==> src/rtl/phys_free_list_pkg.sv <==
// rtl/phys_free_list_pkg.sv - sizing constants and pointer/register types for the physical free list
package phys_free_list_pkg;
    localparam int PHY_REGS  = 64;
    localparam int ARCH_REGS = 32;
    localparam int PHY_WIDTH = 6;
    localparam int FREE_REGS = PHY_REGS - ARCH_REGS;

    // One extra MSB on pointers tells a full ring from an empty one.
    typedef logic [PHY_WIDTH:0]   phy_ptr_t;
    typedef logic [PHY_WIDTH-1:0] phy_reg_t;
endpackage

==> src/rtl/phys_free_list_if.sv <==
// rtl/phys_free_list_if.sv - rename/commit side bundle of the physical free list
interface phys_free_list_if;
    logic                                  flush;
    logic [1:0]                            free_list_valid;
    logic [phys_free_list_pkg::PHY_WIDTH-1:0] rd_phy_new_0;
    logic [phys_free_list_pkg::PHY_WIDTH-1:0] rd_phy_new_1;
    logic                                  free_list_stall;
    logic [phys_free_list_pkg::PHY_WIDTH:0]   free_count;
    logic [1:0]                            commit_alloc_valid;
    logic [1:0]                            commit_free_valid;
    logic [phys_free_list_pkg::PHY_WIDTH-1:0] commit_free_phy_0;
    logic [phys_free_list_pkg::PHY_WIDTH-1:0] commit_free_phy_1;

    modport master (
        output flush, free_list_valid, commit_alloc_valid, commit_free_valid,
               commit_free_phy_0, commit_free_phy_1,
        input  rd_phy_new_0, rd_phy_new_1, free_list_stall, free_count
    );

    modport slave (
        input  flush, free_list_valid, commit_alloc_valid, commit_free_valid,
               commit_free_phy_0, commit_free_phy_1,
        output rd_phy_new_0, rd_phy_new_1, free_list_stall, free_count
    );
endinterface

==> src/rtl/fl_popcount2.sv <==
// rtl/fl_popcount2.sv - population count of a 2-bit valid vector
module fl_popcount2 (
    input  logic [1:0] bits,
    output logic [1:0] count
);
    assign count = {bits[1] & bits[0], bits[1] ^ bits[0]};
endmodule

==> src/rtl/phys_free_list.sv <==
// rtl/phys_free_list.sv - rename-stage physical register free list, 2 grants and 2 reclaims per cycle
module phys_free_list
    import phys_free_list_pkg::*;
(
    input  logic            clk,
    input  logic            rst,
    phys_free_list_if.slave fl
);
    phy_reg_t   fifo [PHY_REGS];
    phy_ptr_t   head;
    phy_ptr_t   commit_head;
    phy_ptr_t   tail;
    phy_ptr_t   head_next;
    phy_ptr_t   commit_head_next;
    phy_ptr_t   count;
    phy_reg_t   rd_idx_0;
    phy_reg_t   rd_idx_1;
    phy_reg_t   wr_idx_0;
    phy_reg_t   wr_idx_1;
    logic [1:0] free_ok;
    logic [1:0] alloc_n;
    logic [1:0] free_n;
    logic [1:0] commit_n;
    logic       alloc_drop;

    // p0 is the hardwired zero register and never re-enters the pool.
    assign free_ok = {fl.commit_free_valid[1] && (fl.commit_free_phy_1 != '0),
                      fl.commit_free_valid[0] && (fl.commit_free_phy_0 != '0)};

    fl_popcount2 u_alloc_cnt  (.bits(fl.free_list_valid),    .count(alloc_n));
    fl_popcount2 u_free_cnt   (.bits(free_ok),               .count(free_n));
    fl_popcount2 u_commit_cnt (.bits(fl.commit_alloc_valid), .count(commit_n));

    assign count            = tail - head;
    assign alloc_drop       = !fl.flush && (count < phy_ptr_t'(alloc_n));
    assign commit_head_next = commit_head + phy_ptr_t'(commit_n);

    always_comb begin
        head_next = head;
        if (fl.flush)
            head_next = commit_head_next;
        else if (!alloc_drop)
            head_next = head + phy_ptr_t'(alloc_n);
    end

    // Slot 1 takes the head entry only when it is the sole requester.
    assign rd_idx_0 = head[PHY_WIDTH-1:0];
    assign rd_idx_1 = (fl.free_list_valid == 2'b10) ? rd_idx_0 : rd_idx_0 + phy_reg_t'(1);
    assign wr_idx_0 = tail[PHY_WIDTH-1:0];
    assign wr_idx_1 = free_ok[0] ? wr_idx_0 + phy_reg_t'(1) : wr_idx_0;

    assign fl.rd_phy_new_0    = fifo[rd_idx_0];
    assign fl.rd_phy_new_1    = fifo[rd_idx_1];
    assign fl.free_count      = count;
    assign fl.free_list_stall = count < phy_ptr_t'(2);

    always_ff @(posedge clk or negedge rst) begin
        if (!rst) begin
            head        <= '0;
            commit_head <= '0;
            tail        <= phy_ptr_t'(FREE_REGS);
            for (int i = 0; i < PHY_REGS; i++)
                fifo[i] <= (i < FREE_REGS) ? phy_reg_t'(ARCH_REGS + i) : '0;
        end else begin
            head        <= head_next;
            commit_head <= commit_head_next;
            tail        <= tail + phy_ptr_t'(free_n);
            if (free_ok[0])
                fifo[wr_idx_0] <= fl.commit_free_phy_0;
            if (free_ok[1])
                fifo[wr_idx_1] <= fl.commit_free_phy_1;
        end
    end

    sva_alloc_underflow: assert property (@(posedge clk) disable iff (!rst) !alloc_drop)
        else $warning("sva_alloc_underflow: request of %0d dropped with free_count %0d", alloc_n, count);

    sva_overflow: assert property (@(posedge clk) disable iff (!rst) count <= phy_ptr_t'(FREE_REGS))
        else $error("sva_overflow: free_count %0d above %0d", count, FREE_REGS);
endmodule

==> src/flat_wrapper.sv <==
// flat-port wrapper written by rule: the top's interface ports become plain ports
module phys_free_list_flat import phys_free_list_pkg::*;
  (clk, rst, fl_flush, fl_free_list_valid, fl_commit_alloc_valid, fl_commit_free_valid, fl_commit_free_phy_0, fl_commit_free_phy_1, fl_rd_phy_new_0, fl_rd_phy_new_1, fl_free_list_stall, fl_free_count);
  phys_free_list_if fl_i ();
  input  logic clk;
  input  logic rst;
  input wire logic [$bits(fl_i.flush)-1:0] fl_flush;
  input wire logic [$bits(fl_i.free_list_valid)-1:0] fl_free_list_valid;
  input wire logic [$bits(fl_i.commit_alloc_valid)-1:0] fl_commit_alloc_valid;
  input wire logic [$bits(fl_i.commit_free_valid)-1:0] fl_commit_free_valid;
  input wire logic [$bits(fl_i.commit_free_phy_0)-1:0] fl_commit_free_phy_0;
  input wire logic [$bits(fl_i.commit_free_phy_1)-1:0] fl_commit_free_phy_1;
  output wire logic [$bits(fl_i.rd_phy_new_0)-1:0] fl_rd_phy_new_0;
  output wire logic [$bits(fl_i.rd_phy_new_1)-1:0] fl_rd_phy_new_1;
  output wire logic [$bits(fl_i.free_list_stall)-1:0] fl_free_list_stall;
  output wire logic [$bits(fl_i.free_count)-1:0] fl_free_count;
  assign fl_i.flush = fl_flush;
  assign fl_i.free_list_valid = fl_free_list_valid;
  assign fl_i.commit_alloc_valid = fl_commit_alloc_valid;
  assign fl_i.commit_free_valid = fl_commit_free_valid;
  assign fl_i.commit_free_phy_0 = fl_commit_free_phy_0;
  assign fl_i.commit_free_phy_1 = fl_commit_free_phy_1;
  assign fl_rd_phy_new_0 = fl_i.rd_phy_new_0;
  assign fl_rd_phy_new_1 = fl_i.rd_phy_new_1;
  assign fl_free_list_stall = fl_i.free_list_stall;
  assign fl_free_count = fl_i.free_count;
  phys_free_list u_core (.clk(clk), .rst(rst), .fl(fl_i));
endmodule
==> config.mk <==
export PLATFORM = sky130hd
export DESIGN_NAME = phys_free_list_flat
export DESIGN_NICKNAME = d
export VERILOG_FILES = /design/src/rtl/phys_free_list_pkg.sv /design/src/rtl/phys_free_list_if.sv /design/src/rtl/fl_popcount2.sv /design/src/rtl/phys_free_list.sv /design/src/flat_wrapper.sv
export SDC_FILE = /design/constraint.sdc
export NUM_CORES = 1
export LEC_CHECK = 0
export BUFFER_PORTS_ARGS = -buffer_cell sky130_fd_sc_hd__buf_2
export CAP_MARGIN = 40
export CORE_ASPECT_RATIO = 0.6
export CORE_MARGIN = 8
export CORE_UTILIZATION = 35
export DETAILED_ROUTE_END_ITERATION = 7
export GPL_TIMING_DRIVEN = 0
export PLACE_DENSITY = 0.6
export SYNTH_ARGS = -nofsm -noshare
export SYNTH_HDL_FRONTEND = slang
export SYNTH_SLANG_ARGS = --single-unit
==> constraint.sdc <==
create_clock -name clk -period 4.75 [get_ports clk]
set_clock_uncertainty 0.1 [all_clocks]
set_input_delay 0.475 -clock clk [delete_from_list [all_inputs] [get_ports clk]]
set_output_delay 0.475 -clock clk [all_outputs]
set_load 0.01 [all_outputs]
[After elaboration in Yosys (flattened, before gate mapping)]
Index checks and enable logic that the tools add are counted.
Storage, ports and cells
  latch bits: 0
  ROM bits: 0
  memory bits (writable): 0
  register bits: 405
  memories: 0
  logic and storage cells: 119
  input port bits: 21
Cells by class
  shift operators: 0
  divide/modulo/power cells: 0
  multipliers: 0
  bitwise logic cells: 10
  reduce and logical (&&, ||, !) cells: 8
  $lt $le $gt $ge: 8
  eq/ne operators: 2
  add/subtract/negate cells: 6
  multiplexer cells: 18
Operators with widths (number)
  $bwmux 384: 2
  $mux 384: 2
  $bmux 6 s6: 2
  $demux 6 s6: 2
  $mux 6: 8
  $ge 7x7->1 const B: 4
  $not 6->7: 4
  $add 7x2->7: 3
  $lt 7x1->1 const B: 2
  $mux 7: 2
  $add 6x1->6 const B: 2
  $reduce_bool 6->1: 2
  $lt 7x2->1: 1
  $lt 7x2->1 const B: 1
  $sub 7x7->7: 1
  $logic_and 1x1->1: 5
  $and 1x1->1: 3
  $xor 1x1->1: 3
  $eq 2x2->1 const B: 1
  $ne 2x2->1 const B: 1
  $logic_not 1->1: 1

[Depth between registers and ports, before layout]
Gate-level depths: netlist (run 1).
  word-level depth: 10
  gate-level depth with buffers: 14
  depth with buffers taken out: 10

[Cells and area by module]
Synthesis (run 1) repeated with hierarchy kept, for this count alone.
Second synthesis, totals
  cell total of the unflattened synthesis: 2359
  area, all modules: 27706.6 um^2
By module, submodules not included
  phys_free_list: sequential area each 10276.1 um^2, instances 1, cells an instance 2356, area an instance 27669.0 um^2
  fl_popcount2: sequential area each 0.0 um^2, instances 3, cells an instance 1, area an instance 12.5 um^2

[Worst setup path before layout (run 1)]
Ideal clock, no wire load.
  path type: reg-to-output
  start point: reg u_core.head[2]
  end point: out fl_free_list_stall
  buffers on the path: 5
  cell stages (with the launch flop): 13
  arrival time: 3541 ps
  data required time: 4175 ps
  path slack: 634 ps
  path through: dfrtp_1 buf_2 buf_1 inv_1 buf_2 clkbuf_1 buf_1 ha_1 o21ai_0 a2111o_1 o311ai_0 nor3_1 and4b_1
On the way
  cells in the longest elaborated chain, start to end: 2
Ends and longest elaborated chain
  from (decl): RTL line phys_free_list.sv:10  | phy_ptr_t head;
  from (signal assigned): RTL line phys_free_list.sv:65  | head <= head_next;
  $sub 7x7->7: RTL line phys_free_list.sv:34  | assign count = tail - head;
  net fl_free_count[5]: RTL line flat_wrapper.sv:16  | output wire logic [$bits(fl_i.free_count)-1:0] fl_free_count;
  $lt 7x2->1: RTL line phys_free_list.sv:55  | assign fl.free_list_stall = count < phy_ptr_t'(2);
  to (decl): RTL line flat_wrapper.sv:15  | output wire logic [$bits(fl_i.free_list_stall)-1:0] fl_free_list_stall;
The timed path passes the listed nets, and every way through them passes these cells.

[Worst setup path after layout (run 1)]
  start point: reg u_core.head[0]
  end point: out fl_rd_phy_new_1[0]
On the way
  cells in the longest elaborated chain, start to end: 6
Ends and longest elaborated chain
  $add 6x1->6: RTL line phys_free_list.sv:48  | assign rd_idx_1 = (fl.free_list_valid == 2'b10) ? rd_idx_0 : rd_idx_0 + phy_reg_t'(1);
  $mux 6 (*): RTL line phys_free_list.sv:48
  $not 6->7 (not written as such) (*): RTL line phys_free_list.sv:53  | assign fl.rd_phy_new_1 = fifo[rd_idx_1];
  $bmux 6 s6 (*): RTL line phys_free_list.sv:53
  $mux 6 (not written as such) (*) (2 in a row): RTL line phys_free_list.sv:53
  to (decl): RTL line flat_wrapper.sv:14  | output wire logic [$bits(fl_i.rd_phy_new_1)-1:0] fl_rd_phy_new_1;
Mark *: on every way between the ends. The rest lies on a longest branch, timed or not. The select of a mux whose other input is x is not followed.

==> metrics.md, run 1 <==
| Metric | Value |
|---|---|
| Status | finished, violations left |
| Failing checks | setup timing |
| Worst EP arrival | ~4.3 ns |
| Row Count | 82 |
| Sequential area share after synthesis | 35.1% |
| Iteration-0 DRC Markers | 4195 |
| Vias in the first global route | 24900 |
| Setup CP Type | reg -> out |
| Mapped Cells | 2496 |
| Vias/cell | 6.66 |
| Final period util | 103% |
| Post-Layout Cell Count | 3860 |
| Simple-gate share of the synthesized area | 7.15% |
| Distinct cells, synth | 72 |
| Final Util | 41.2% |
| Synth async-reset ratio | 100% |
| Die height | roughly 240 um |
| Period minus WS final | 4.89 ns |
| Final nets | 2726 |
| Slew Limit Fails | 0 |
| Share of cells above drive strength 1 | between 40 and 50% |
| Main combinational cell family by area after synthesis | multiplexers |
| H-Tree Level Count | 2 |
| Clock transition at path regs | approximately 0.06 ns |
| # IOs | 41 |
| Post-synth EDFFs | 0 |
| #FFs+latches synth | between 400 and 500 |
| Number of I/O port buffers | 40 |
| Max-slew headroom | 29.0% |
| Avg WL per Cell | around 42 um |
| Die Area | 93600 um^2 |
| Initial antenna violation count | 13 |
| Worst Setup Start Kind | register |
| Area leader, netlist | mux2_2 |
| Top cell type's share of synthesized area | 28.4% |
| Worst-Margin Slew | 1.07 ns |
| Final setup violation count | 5 |
| Placed wire-length estimate | between 100000 and 150000 um |
| Worst Setup Slack, final | -0.142 ns |
| Syn Nets | around 2500 |
| Clock buffer count from CTS | between 40 and 50 |
| Type of destination of the critical path | primary output |
| Residual DRC | 0 |
| Complex-gate fraction of the synthesized area | 6.30% |
| CTS tree | yes |
| Maximum Capacitance Violations | 0 |
| Mapped Avg Cell Area | 11.7 um^2 |
| Gr usage total | 33.7% |
| CTS root buffer | clkbuf_16 |
| Power per cell area | ~860 nW/um^2 |
| Critical Path RT | ~4.2 ns |
| Synth warnings | 0 |
| Router iterations before antenna repair | 5 |
| R2R Setup Slk | 0.18 ns |
| Area delta synth->final | 16.8% |
| Post-Syn Area | 29300 um^2 |
| Primary FF master, synth | dfrtp_1 |
| Final Cell Area | around 34000 um^2 |
| WL final | 162000 um |
| Deepest clock path buffer count | 3 |
| Area contributors post-synth | mux2_2 28%, dfrtp_1 25%, dfstp_2 10%, mux2i_1 9.1%, mux4_2 8.8% |
| Initial core utilization | 35.2% |
| Core footprint | 83200 um^2 |
| Placed cell area | roughly 32000 um^2 |
| TritonCTS sink count | 405 |
| Post-route ant nets | 0 |
| Fmax | 204 MHz |
| Pin count of the biggest net entering global routing | 118 |
| Post-CTS Setup Bufs | 0 |
| Placed cells | 3771 |
| Vias | 25700 |
| CP max FO | 10 |
| Synth Area in Adders | 1.08% |
| GRT Residual Overflow | 0 |
| Synth Area in XOR/XNOR | 0.683% |
| Die Span X | 390 um |
| RePlAce Congestion | roughly 1.1 |
| VDD IR max | between 300 and 400 uV |
| First-pass GRT wire length | 217000 um |
| Pleak | roughly 14 nW |
| Hold Crit Class | in -> reg |
| Skew-Pair Late Insertion Delay | 0.61 ns |
| Hold Violations, Final | 0 |
| Mux cell area share after synthesis | 46.6% |
==> Yosys cell counts (all sizes together) (13+ instances only) <==
cell type  instances
o22ai            104
mux2i            267
xnor2             13
a21oi             43
nor2             112
nand3             27
mux2             745
a211oi            23
nand2            119
nor3              62
clkbuf           148
buf               55
dfstp            113
inv               30
mux4             115
dfrtp            292
ha                19
==> path summary, 6_finish.rpt <==
check	startpoint	to	cells after the start
min in group asynchronous	rst	u_core.tail[1]$_DFF_PN0_	2
max	u_core.head[0]$_DFFE_PN0P_	fl_rd_phy_new_1[0]	10
min reg2reg	u_core.commit_head[6]$_DFF_PN0_	u_core.commit_head[6]$_DFF_PN0_	1
max reg2reg	u_core.head[2]$_DFFE_PN0P_	u_core.head[4]$_DFFE_PN0P_	16
max in group asynchronous	rst	u_core.fifo[220]$_DFF_PN1_	4
min	fl_commit_alloc_valid[1]	u_core.commit_head[0]$_DFF_PN0_	3
==> layer usage <==
metal / routed length (um) / up-vias / GRT usage, %
met5: 268 / - / 0.987
met4: 6710 / 14 / 11.7
met3: 27200 / 343 / 19.6
met2: 58000 / 2016 / 41.8
met1: 70000 / 13400 / 47.1
li1: - / 9889 / -
==> what timing repair did <==
item / 4_1_cts / 5_1_grt
hold buffers: 1 / 0
cloned: 0 / 0
resized for setup: 91 / 64
endpoints found under the setup margin: 25 / 20
pin swaps: 1 / 2
endpoints found under the hold margin: 67 / 0
==> placed cells by master, fill, tap and decap left out, types with 10 or more instances in the layout <==
master / instances
mux2_2: 739
dfrtp_1: 290
mux2i_1: 263
clkbuf_1: 130
nand2_1: 117
mux4_2: 115
dfstp_2: 113
o22ai_1: 104
nor2_1: 85
buf_2: 63
buf_6: 58
nor3_1: 51
clkbuf_16: 45
a21oi_1: 42
buf_8: 38
nor2_2: 27
inv_1: 26
nand3_1: 25
clkbuf_2: 24
buf_4: 22
a211oi_1: 18
ha_1: 17
nand2b_1: 11
or4_1: 11
xnor2_1: 11
a31oi_1: 10
o21ai_0: 10
a211o_1: 10
a22oi_1: 10
==> metrics by stage <==
stage	hold WS (ns)	power, mW	setup WS (ns)	setup TNS [ns]
after floorplan	0.0794	16.3	0.634	0
after CTS	0.168	28.1	-0.0167	-0.0332
after detailed placement	0.388	23.8	-0.951	-11.72
after global placement	0.383	22.9	-5.03	-1916.44
final	0.187	29.4	-0.142	-0.482
after global routing	0.201	29.9	-0.00534	-0.00534
==> logic make-up after synthesis <==
kind of cell / count (synthesis)
multiplexers: 1127
AND/OR/NAND/NOR: 414
flip-flops: 405
AO/OA/AOI/OAI: 271
buffers and inverters: 234
adder cells (fa/ha/maj): 23
XOR/XNOR: 22
==> flip-flops by register name, indices dropped and copies added, names as in the netlist <==
name and count:
u_core.tail 7, u_core.commit_head 7, u_core.fifo 384, u_core.head 7
==> area by class of cell <==
class	count	area, um^2
Tap cell	1134	1420
Buffer	199	1070
Timing Repair Buffer	144	1410
Multi-Input combinational cell	1857	18300
Clock buffer	65	1280
Clock inverter	16	314
Fill cell	7864	49000
Inverter	31	116
Antenna cell	9	22.5
Sequential cell	405	10300
==> power breakdown <==
group | switching (mW) | internal (mW) | total (mW)
logic | 10.8 | 7.50 | 18.3
clock network | 1.65 | 2.32 | 3.97
registers | 1.82 | 5.31 | 7.13
total | 14.3 | 15.1 | 29.4
==> critical path, stage by stage (launching register included) <==
cell and delay, ns:
dfrtp_2 0.47, buf_6 0.25, or2_2 0.14, clkbuf_1 0.47, clkbuf_1 0.50, buf_6 0.24
o22ai_1 0.09, o31ai_2 0.49, or4_1 0.26, nand4_1 0.44, buf_2 0.32
Note: power is estimated with default switching activity, not from simulation.
==> run 2, diff against run 1 <==
- clock period: 4.75 -> 6.3 ns (I/O delays scaled with it)
==> run 2 against run 1 <==
  * The flow finishes with violations (hold timing, setup timing)
  * Non-clock buffer count is 1 higher
  * Via count fell by 0.11%
  * Global-route usage about the same
  * Sequential cell count unchanged
  * Register-to-register slack improved by 0.74 ns
  * Critical path depth unchanged
  * Largest power group unchanged
==> metrics.md, run 2 (synthesized netlist as in run 1, its figures left out) <==
| Metric | Value |
|---|---|
| Worst Setup Slack, final | -0.0707 ns |
| Setup slack at placement | 0.581 ns |
| Hold Crit Class | in -> async |
| GRT Residual Overflow | 0 |
| Final nets | 2727 |
| Vias/cell | 6.65 |
| Clock transition at path regs | 0.07 ns |
| Placed cell area | 32200 um^2 |
| R2R Setup Slk | 0.92 ns |
| Worst hold slack | -0.0321 ns |
| TritonCTS sink count | 405 |
| Max reg flops | roughly 380 |
| WL final | 162000 um |
| Deepest clock path buffer count | 3 |
| Number of I/O port buffers | 40 |
| Post-route ant nets | 0 |
| Core footprint | 83200 um^2 |
| Status | finished, violations left |
| Final setup violation count | 2 |
| Vias in the first global route | ~25000 |
| Skew-Pair Late Insertion Delay | 0.61 ns |
| Initial antenna violation count | 10 |
| Top reg by flops | u_core.fifo |
| Critical R2R Launch | u_core.head[2]$_DFFE_PN0P_ |
| Fill cells | 7915 |
| RR Endpoint | u_core.head[4]$_DFFE_PN0P_ |
| Commonest non-fill, non-tap cells in the layout | 739 x mux2_2, 292 x dfrtp_1, 267 x mux2i_1 |
| Worst Setup Start Kind | register |
| # IOs | 41 |
| Avg WL per Cell | 42.0 um |
| Area delta synth->final | 15.3% |
| Hold Violations, Final | 11 |
| Post-Layout Cell Count | 3861 |
| H-Tree Level Count | 2 |
| Maximum Capacitance Violations | 0 |
| Share of cells above drive strength 1 | 47.2% |
| Flip-flop and latch area | 10300 um^2 |
| First-pass GRT wire length | 217000 um |
| Slew Limit Fails | 0 |
| PostCTS Resize Cnt | 1 |
| Failing checks | hold timing, setup timing |
| Gr usage total | 33.6% |
| Period minus WS final | 6.37 ns |
| CTS root buffer | clkbuf_16 |
| Die height | 240 um |
| Die Span X | 390 um |
| Multi-input gate area | approximately 18000 um^2 |
| Pleak | ~14 nW |
| Power per cell area | between 600 and 700 nW/um^2 |
| Setup crit start | u_core.head[0]$_DFFE_PN0P_ |
| Total power draw | 21.8 mW |
| Setup CP Type | reg -> out |
| Final period util | 101% |
| Fmax | 157 MHz |
| Die Area | 93600 um^2 |
| RePlAce Congestion | 1.12 |
| CP max FO | 10 |
| Post-CTS Setup Bufs | 0 |
| Worst reg2reg path depth | 15 |
| CTS tree | yes |
| Pin count of the biggest net entering global routing | between 100 and 150 |
| Worst EP arrival | roughly 5.6 ns |
| Router iterations before antenna repair | 6 |
| Type of destination of the critical path | primary output |
| CTS Hold Bufs | 0 |
| Placed wire-length estimate | approximately 130000 um |
| Clock buffer count from CTS | 44 |
| Initial core utilization | around a third |
| Commonest non-fill, non-tap cell in the layout | mux2_2 |
| Residual DRC | 0 |
| Worst-Margin Slew | 1.05 ns |
| Final Cell Area | around 34000 um^2 |
| Max-slew headroom | 29.3% |
| VDD IR max | 314 uV |
| RSZ-0062 raised after global routing | false |
| Row Count | 82 |
| Iteration-0 DRC Markers | 3904 |
| Vias | 25700 |
| Critical Path RT | 5.57 ns |
| Placed cells | around 3800 |
==> run 2: cell types whose count changed in the layout (fill, tap and decap cells not counted), sizes merged <==
| cell | before | now |
|---|---|---|
| clkdlybuf4s15 | 1 | 0 |
| dlygate4sd3 | 1 | 0 |
| buf | 194 | 197 |
==> run 2: how the worst max path moves through the flow <==
stage | endpoint | cells after the start
2_1_floorplan | fl_free_list_stall | 12
3_3_place_gp | u_core.fifo[173]$_DFF_PN0_ | 1
3_5_place_dp | fl_rd_phy_new_1[0] | 13
4_1_cts | fl_free_list_stall | 15
5_1_grt | fl_rd_phy_new_1[2] | 10
6_report | fl_rd_phy_new_1[2] | 10
==> run 2: routing by layer <==
layer	share of wire [%]	track usage, %	up-vias	wire length (um)
met3	17	19.4	340	27100
met2	36	41.8	1973	57700
met1	43	47.2	13500	70200
met4	4.2	11.5	10	6750
met5	0.15	0.987	-	235
li1	-	-	9893	-
==> run 2: layout make-up <==
| cell class | instances | share of cell area, % |
|---|---|---|
| plain buffers | 201 | 2.40 |
| repair buffers | 143 | 4.15 |
| clock buffers | 65 | 3.79 |
| clock inverters | 16 | 0.929 |
| flip-flops and latches | 405 | 30.4 |
| multi-input cells | 1857 | 53.7 |
| well taps | 1134 | 4.20 |
| diodes | 9 | 0.0666 |
| inverters | 31 | 0.344 |
==> run 2: through the flow <==
stage,util [%],setup TNS (ns)
final,40.6,-0.0943
after detailed placement,38.7,0
after global placement,37.2,-1181.77
after CTS,40.6,0
after floorplan,-,0
after global routing,40.6,0
==> run 2: worst max-delay path, cell delays in order (launching register included) <==
cell and delay (ns):
dfrtp_1 0.50, buf_2 0.48, buf_2 0.51, buf_2 0.63
buf_2 0.73, mux2i_1 0.38, o22ai_1 0.13, nor3_1 0.51
nor4_1 0.26, or4_1 0.65, buf_2 0.23
==> run 2: report_power, final <==
| group | total, mW | internal (mW) | leakage, nW | switching [mW] |
|---|---|---|---|---|
| Combinational | 13.4 | 5.37 | 8.46 | 8.07 |
| Clock | 2.99 | 1.75 | 0.766 | 1.24 |
| Sequential | 5.37 | 4.00 | 4.96 | 1.37 |
==> run 3, diff against run 2 <==
- CORE_ASPECT_RATIO: 0.6 -> unset
==> run 3 against run 2 <==
  * Fmax is 2.3% higher
  * Wire length is 8.9% lower
  * Utilization is 0.076 points lower
  * The run now ends clean
  * Critical path type unchanged
  * Worst hold slack better by 0.28 ns
  * Combinational power is 5% lower
==> metrics.md, run 3 (synthesized netlist as in run 1, its figures left out) <==
| Metric | Value |
|---|---|
| Pleak | 14.2 nW |
| # IOs | 41 |
| Top reg by flops | u_core.fifo |
| Avg WL per Cell | 38.7 um |
| Gr usage total | 30.5% |
| Critical R2R Launch | u_core.head[2]$_DFFE_PN0P_ |
| Vias/cell | between 6 and 7 |
| Initial antenna violation count | 12 |
| Worst EP arrival | 5.50 ns |
| Max stage delay on crit path | 0.65 ns |
| Worst-path cell chain | buf_2, buf_2, buf_2, buf_2, mux4_2, mux2i_1, a2111oi_0, buf_1, nor4_1, o211ai_1, buf_2 |
| Slew Limit Fails | 0 |
| Iteration-0 DRC Markers | 3271 |
| Final nets | 2725 |
| First-pass GRT wire length | around 200000 um |
| CP bufs+invs | 6 |
| WL final | 148000 um |
| Power per cell area | 621 nW/um^2 |
| Setup CP Type | reg -> out |
| CTS tree | yes |
| RePlAce Congestion | 1.08 |
| Final Util | 40.5% |
| Initial core utilization | 35.2% |
| Skew-Pair Late Insertion Delay | 0.64 ns |
| VDD IR max | 309 uV |
| GRT Residual Overflow | 0 |
| RSZ-0062 raised after global routing | false |
| Setup crit start | u_core.head[0]$_DFFE_PN0P_ |
| Worst Setup Start Kind | register |
| Hold path start | fl_commit_alloc_valid[1] |
| Worst Setup Slack, final | 0.0711 ns |
| TritonCTS sink count | 405 |
| Placed wire-length estimate | 115000 um |
| Period minus WS final | 6.23 ns |
| Deepest clock path buffer count | 3 |
| Max reg flops | about 380 |
| CP max FO | 10 |
| Die Span X | 305 um |
| Share of cells above drive strength 1 | 46.7% |
| CTS root buffer | clkbuf_16 |
| Hold Violations, Final | 0 |
| Commonest non-fill, non-tap cells in the layout | 739 x mux2_2, 292 x dfrtp_1, 267 x mux2i_1 |
| Type of destination of the critical path | primary output |
| Router iterations before antenna repair | 6 |
| Most used cell, CP | buf_2 |
| Final setup violation count | 0 |
| Maximum Capacitance Violations | 0 |
| Fmax | roughly 160 MHz |
| Critical Path RT | 5.57 ns |
| PostCTS Resize Cnt | 0 |
| Row Count | roughly 110 |
| Die height | 305 um |
| Clock buffer count from CTS | 50 |
| Status | finished clean |
| Max-slew headroom | about a third |
| H-Tree Level Count | 2 |
| Area delta synth->final | 15.2% |
| Slowest cell on crit path | nor4_1 |
| Die Area | between 90000 and 100000 um^2 |
| Post-route ant nets | 0 |
| Commonest non-fill, non-tap cell in the layout | mux2_2 |
| Final Cell Area | 33800 um^2 |
| Setup slack at placement | 0.772 ns |
| Final period util | 98.9% |
| Cell family with most CP delay | buffers and inverters |
| Worst-Margin Slew | 1.02 ns |
| Number of I/O port buffers | 40 |
| Pin count of the biggest net entering global routing | 107 |
| Core footprint | 83300 um^2 |
| Residual DRC | 0 |
| Total power draw | 21.0 mW |
| Clock transition at path regs | 0.06 ns |
| Hold Crit Class | in -> reg |
| Vias | 24900 |
| Fill cells | 8008 |
| Vias in the first global route | 24100 |
| Placed cell area | 32000 um^2 |
-- run 3: changes by cell type in the layout (fill, tap and decap cells not counted), moves of 3 or more --
cell,delta
bufinv_16,-6
clkbuf_1,+9
clkbuf_8,+4
buf_2,-10
clkbuf_16,+8
buf_6,-8
clkbuf_2,-3
buf_4,-3
clkinv_2,+5
buf_1,+5
clkdlybuf4s15_2,+3
-- run 3: report_power, final --
group / internal (mW) / total (mW) / switching, mW / leakage (nW)
clock network: 1.77 / 3.04 / 1.27 / 0.830
logic: 5.34 / 12.7 / 7.41 / 8.38
registers: 4.00 / 5.19 / 1.19 / 4.96
total: 11.1 / 21.0 / 9.86 / 14.2
-- run 3: metal layers --
layer  part of all wire (%)  GRT usage, %
met4                    7.3          17.5
met1                     40          39.7
met5                  0.023             0
met3                     11          8.88
met2                     42          45.1
-- run 3: path summary, 6_finish.rpt --
kind / endpoint / slack (ns) / cells after the start
max in group asynchronous: u_core.fifo[123]$_DFF_PN0_ / 4.39 / 4
worst max-delay path: fl_rd_phy_new_1[5] / 0.07 / 11
worst min register to register: u_core.commit_head[5]$_DFF_PN0_ / 0.40 / 1
worst max register to register: u_core.head[2]$_DFFE_PN0P_ / 1.16 / 14
min in group asynchronous: u_core.commit_head[1]$_DFF_PN0_ / 0.38 / 2
worst min-delay path: u_core.commit_head[0]$_DFF_PN0_ / 0.25 / 3
-- run 3: timing repair --
| item | in CTS | in global routing |
|---|---|---|
| hold buffers | 1 | 0 |
| hold endpoints to repair | 28 | 0 |
| endpoints found under the setup margin | 0 | 0 |
| buffers inserted | 0 | 0 |
-- run 3: through the flow --
| step | setup TNS (ns) | hold WS, ns | cells |
|---|---|---|---|
| after floorplan | 0 | 0.234 | 2496 |
| after global placement | -1375.75 | 0.378 | 3616 |
| after detailed placement | 0 | 0.380 | 3707 |
| after CTS | 0 | 0.247 | 3802 |
| after global routing | 0 | 0.278 | 3803 |
| final | 0 | 0.249 | 3810 |
-- run 3: cell type report --
cell class	instances	area [um^2]	share of cell area (%)
Tap cell	1080	1350	4.00
Inverter	31	116	0.345
Antenna cell	7	17.5	0.0519
Timing Repair Buffer	133	1360	4.03
Clock buffer	82	1560	4.61
Buffer	203	812	2.40
Clock inverter	12	135	0.400
Sequential cell	405	10300	30.4
Multi-Input combinational cell	1857	18100	53.7
-- run 3: worst min-delay path, stage by stage --
cell,delay (ns)
buf_2,0.08
ha_1,0.11
ha_1,0.13
